===== src/rtl/instr_mem_fetch.sv =====
// Loadable instruction memory with a valid/ready fetch port returning FETCH_W words per request.
// Optional feature: define IM_LOCK_EN to add a sticky write lock (lock_set input, load_err pulse).
module instr_mem_fetch #(
  parameter int WORD_W  = 32,
  parameter int DEPTH   = 64,
  parameter int FETCH_W = 2,
  parameter int ADDR_W  = $clog2(DEPTH),
  parameter int IDX_W   = $clog2(DEPTH/FETCH_W) + 1
) (
  input  logic                      i_clk,
  input  logic                      i_rst_n,
  input  logic                      i_load_en,
  input  logic [ADDR_W-1:0]         i_load_addr,
  input  logic [WORD_W-1:0]         i_load_data,
`ifdef IM_LOCK_EN
  input  logic                      i_lock_set,
`endif
  input  logic                      i_req_valid,
  output logic                      o_req_ready,
  input  logic [IDX_W-1:0]          i_req_idx,
  output logic                      o_rsp_valid,
  input  logic                      i_rsp_ready,
  output logic [FETCH_W*WORD_W-1:0] o_rsp_data,
  output logic                      o_rsp_err,
  output logic                      o_load_err
);

  localparam int NGROUPS = DEPTH / FETCH_W;
  localparam int FSHIFT  = $clog2(FETCH_W);

  localparam logic [0:0] S_IDLE = 1'b0;
  localparam logic [0:0] S_RESP = 1'b1;

  logic [WORD_W-1:0]         r_mem [DEPTH];
  logic [0:0]                r_state;
  logic [FETCH_W*WORD_W-1:0] r_rspData;
  logic                      r_rspErr;
  logic                      w_loadAct;
  logic                      w_accept;
  logic                      w_inRange;
  logic [ADDR_W-1:0]         w_base;
  logic [FETCH_W*WORD_W-1:0] w_fetch;

`ifdef IM_LOCK_EN
  logic r_lock;
  logic r_loadErr;

  // Lock is sticky until reset; a blocked write reports itself one cycle later.
  always_ff @(posedge i_clk or negedge i_rst_n) begin
    if (!i_rst_n) begin
      r_lock    <= 1'b0;
      r_loadErr <= 1'b0;
    end else begin
      r_lock    <= r_lock | i_lock_set;
      r_loadErr <= i_load_en & r_lock;
    end
  end

  assign w_loadAct  = i_load_en & ~r_lock;
  assign o_load_err = r_loadErr;
`else
  assign w_loadAct  = i_load_en;
  assign o_load_err = 1'b0;
`endif

  assign o_req_ready = ~w_loadAct && ((r_state == S_IDLE) || i_rsp_ready);
  assign w_accept    = i_req_valid && o_req_ready;
  assign w_inRange   = (i_req_idx < IDX_W'(NGROUPS));
  assign w_base      = ADDR_W'(i_req_idx) << FSHIFT;

  // Lowest address lands in the most significant word of the response.
  always_comb begin
    w_fetch = '0;
    for (int k = 0; k < FETCH_W; k++) begin
      w_fetch[(FETCH_W-1-k)*WORD_W +: WORD_W] = r_mem[w_base + ADDR_W'(k)];
    end
  end

  always_ff @(posedge i_clk or negedge i_rst_n) begin
    if (!i_rst_n) begin
      for (int i = 0; i < DEPTH; i++) r_mem[i] <= '0;
    end else if (w_loadAct) begin
      r_mem[i_load_addr] <= i_load_data;
    end
  end

  // Response register only changes on acceptance, so a stalled response stays frozen.
  always_ff @(posedge i_clk or negedge i_rst_n) begin
    if (!i_rst_n) begin
      r_state   <= S_IDLE;
      r_rspData <= '0;
      r_rspErr  <= 1'b0;
    end else if (w_accept) begin
      r_state   <= S_RESP;
      r_rspData <= w_inRange ? w_fetch : '0;
      r_rspErr  <= ~w_inRange;
    end else if ((r_state == S_RESP) && i_rsp_ready) begin
      r_state <= S_IDLE;
    end
  end

  assign o_rsp_valid = (r_state == S_RESP);
  assign o_rsp_data  = r_rspData;
  assign o_rsp_err   = r_rspErr;

endmodule


===== config.mk =====
export PLATFORM = sky130hd
export DESIGN_NAME = instr_mem_fetch
export DESIGN_NICKNAME = d
export VERILOG_FILES = /design/src/rtl/instr_mem_fetch.sv
export SDC_FILE = /design/constraint.sdc
export NUM_CORES = 2
export LEC_CHECK = 0
export CAP_MARGIN = 30
export CORE_UTILIZATION = 28
export CTS_BUF_LIST = sky130_fd_sc_hd__clkbuf_16
export DETAILED_ROUTE_END_ITERATION = 8
export GPL_TIMING_DRIVEN = 0
export SYNTH_ARGS = -nofsm -noshare
export SYNTH_HDL_FRONTEND = slang
export SYNTH_SLANG_ARGS = --single-unit

===== constraint.sdc =====
create_clock -name i_clk -period 4.7 [get_ports i_clk]
set_input_delay 0.94 -clock i_clk [delete_from_list [all_inputs] [get_ports i_clk]]
set_output_delay 0.94 -clock i_clk [all_outputs]
set_load 0.02 [all_outputs]

==> flow_summary.yaml <==
synthesis:
  yosys_warnings: 0
  syn_nets: 6409
  synth_ff_type: "dfrtp_1"
  syn_inst: 6360
  syn_area_mm2: 0.0952
  ys_seq_elements: 2114
  yosysUniqueCellTypes: 50
  seq_area_frac_synth_pct: 55.6
  avgSynthCellArea_um2: 15.0
  synth-edff-count: 0
  synthArstFlopShare_pct: 100
finish:
  fin_area_mm2: 0.109
  n_fill_cell: 32994
  area_growth_pct: 14.7
  fin_cells: 11427
  register_area_mm2: 0.0529
  mostFrequentLayoutCell: "dfrtp_1"
  final_cell_mix: "dfrtp_1, mux2_2, mux2i_1"
  multi_input_area_mm2: 0.0392
  nNetsFinal: 6767
  drive_gt1_share_pct: 43.7
  fin_util_pct: 32.4
timing:
  period_share_pct: 85.9
  finalCriticalPeriod_ps: 4040
  fin_worst_skew_ps: 25.5
  hold-worst-slack_ps: 54.0
  slew_violations: 0
  worstMarginPinSlew_ps: 1130
  final_hold_viol_count: 0
  max_freq_mhz: 248
  setup_tns_ps: 0
  setup_viol: 0
  maxSlewHeadroom_pct: 24.3
  fin_ws_ps: 664
worst_setup_path:
  cp_max_fo: 178
  worstSetupPathType: "primary input to asynchronous set/reset pin"
  crit_path_frequent_cell: "buf_16"
  crit_arrival_ps: 4890
  critPathTopFamily: "buffers and inverters"
  cp-end-kind: "asynchronous set/reset pin"
  crit_path_max_incr_delay_ps: 590
  critical_path_buf_inv_count: 6
  crit_chain: "buf_16 > buf_16 > buf_16 > buf_16 > buf_16 > buf_16"
  cp.required_ps: 5550
  start_kind: "primary input"
  critPathSlowestCell: "buf_16"
routing:
  drc: 0
  vias: 57714
  ant_nets: 0
  wl_um: 312000
  initialDrtViolationCount: 4437
  first_pass_iters: 6
  avgViaCountPerCell: 5.05
  wl_per_cell_um: 27.3
placed_design:
  gp_congestion: 0.911
  dp_hpwl_um: 238000
  place_ws_ps: -382
  placed_area_mm2: 0.103
  portBuffers: 75
  place_inst: 11017
pwr:
  p_sw_mw: 11.7
  p_leak_nw: 50.0
  combPwrFrac_pct: 14.0
  p_total_mw: 44.5
  clkPwrFrac_pct: 36.7
  power_density_mw_per_mm2: 407
  power_switching_share_pct: 26.3
  intPower_mw: 32.7
  peakVddDrop_v: 0.000425
  pwr-share-seq_pct: 49.3
flow_run:
  max_cap_viol_count: 0
run_status:
  status: "finished, final reports clean"
die:
  fp-row-count: 213
  chipHeight_um: 585
  pin_count: 117
  start_util_pct: 28.2
  die_w_um: 585
  core_area_mm2: 0.337
  dieArea_mm2: 0.342
clocking:
  cts_inserted_buffers: 210
  cts_tree: "done"
  clock_latency_ps: 880
  cts_resized: 0
  cts_max_level: 4
  cts_max_path_buffers: 3
  clk_pin_slew_ps: 60
  cts-root-buf: "clkbuf_16"
  ctsHoldBuffers: 0
  post_cts_buffers: 0
  cts.sinks: 2114
grt:
  antenna_found_initial: 39
  grt_usage_pct: 18.1
  grt_overflow_total: 0
  grt_max_degree: 190
  grt_pass1_wl_um: 449000
  grt_pass1_vias: 61471
min_path:
  hold_path_class: "primary input to asynchronous set/reset pin"
[final timing paths]
path | cells past startpoint | start | endpoint | slack, ps
max in group i_clk | 6 | i_load_addr[1] | r_mem[1053]$_DFFE_PN0P_ | 680
min in group i_clk | 2 | o_rsp_data[51]$_DFFE_PN0P_ | o_rsp_data[51]$_DFFE_PN0P_ | 480
worst max-delay path | 6 | i_rst_n | r_mem[12]$_DFFE_PN0P_ | 660
worst min register to register | 2 | o_rsp_data[51]$_DFFE_PN0P_ | o_rsp_data[51]$_DFFE_PN0P_ | 480
worst max register to register | 6 | o_rsp_valid$_DFFE_PN0P_ | o_rsp_data[47]$_DFFE_PN0P_ | 1690
worst min-delay path | 1 | i_rst_n | r_mem[1368]$_DFFE_PN0P_ | 50
[synth_stat cells, drive strengths merged (8+ instances only)]
master / n / area [µm²]
a221o: 11 / 110
nor2b: 11 / 68.8
o22ai: 206 / 1290
nand2: 86 / 323
nor4: 58 / 369
mux4: 282 / 6350
a221oi: 13 / 114
mux2: 2094 / 23600
a22o: 58 / 508
buf: 353 / 2040
nor3: 36 / 190
o41ai: 58 / 516
nand2b: 12 / 75.1
nor2: 110 / 413
o21bai: 58 / 435
nand3b: 8 / 60.1
clkbuf: 297 / 1120
and2: 10 / 62.6
dfrtp: 2114 / 52900
mux2i: 415 / 4150
a211oi: 25 / 188
[layout make-up]
cell class                      instances  area share (%)
Antenna cell                           20          0.0458
Clock buffer                          216            4.95
Multi-Input combinational cell       3595            35.9
Inverter                                1         0.00344
Timing Repair Buffer                  146            1.58
Sequential cell                      2114            48.5
Tap cell                             4515            5.17
Buffer                                650            2.89
Clock inverter                        170            1.03
[layer usage]
layer / GRT usage (%) / share of wire (%) / up-vias
li1: - / - / 24215
met1: 22.1 / 40 / 31250
met2: 30.4 / 49 / 1669
met3: 2.81 / 4.9 / 566
met4: 10.2 / 6.2 / 14
met5: 0 / 0.029 / -
[flip-flops by register name (all words and copies together), names as in the netlist]
signal / flops
r_mem: 2048
o_rsp_data: 64
o_rsp_err: 1
o_rsp_valid: 1
[cells by family (layout without fill, tap and decap cells)]
| logic type | after synthesis | after routing | synth area share (%) |
|---|---|---|---|
| flip-flops | 2114 | 2114 | 55.6 |
| multiplexers | 2791 | 2791 | 35.8 |
| buffers and inverters | 651 | 1183 | 3.32 |
| AND/OR/NAND/NOR | 350 | 350 | 1.79 |
| AO/OA/AOI/OAI | 453 | 453 | 3.52 |
| other | 1 | 21 | 0.00394 |
[power by group through the flow]
| stage | registers, mW | clock network (mW) | logic, mW |
|---|---|---|---|
| 6_report | 21.9 | 16.3 | 6.21 |
| 5_1_grt | 22.2 | 17.3 | 6.62 |
| 4_1_cts | 21.9 | 16.6 | 6.22 |
| 3_5_place_dp | 22.2 | 0 | 6.19 |
| 3_3_place_gp | 22.3 | 0 | 5.75 |
| 2_1_floorplan | 21.8 | 0 | 4.05 |
Power figures use the tool's default switching activity.
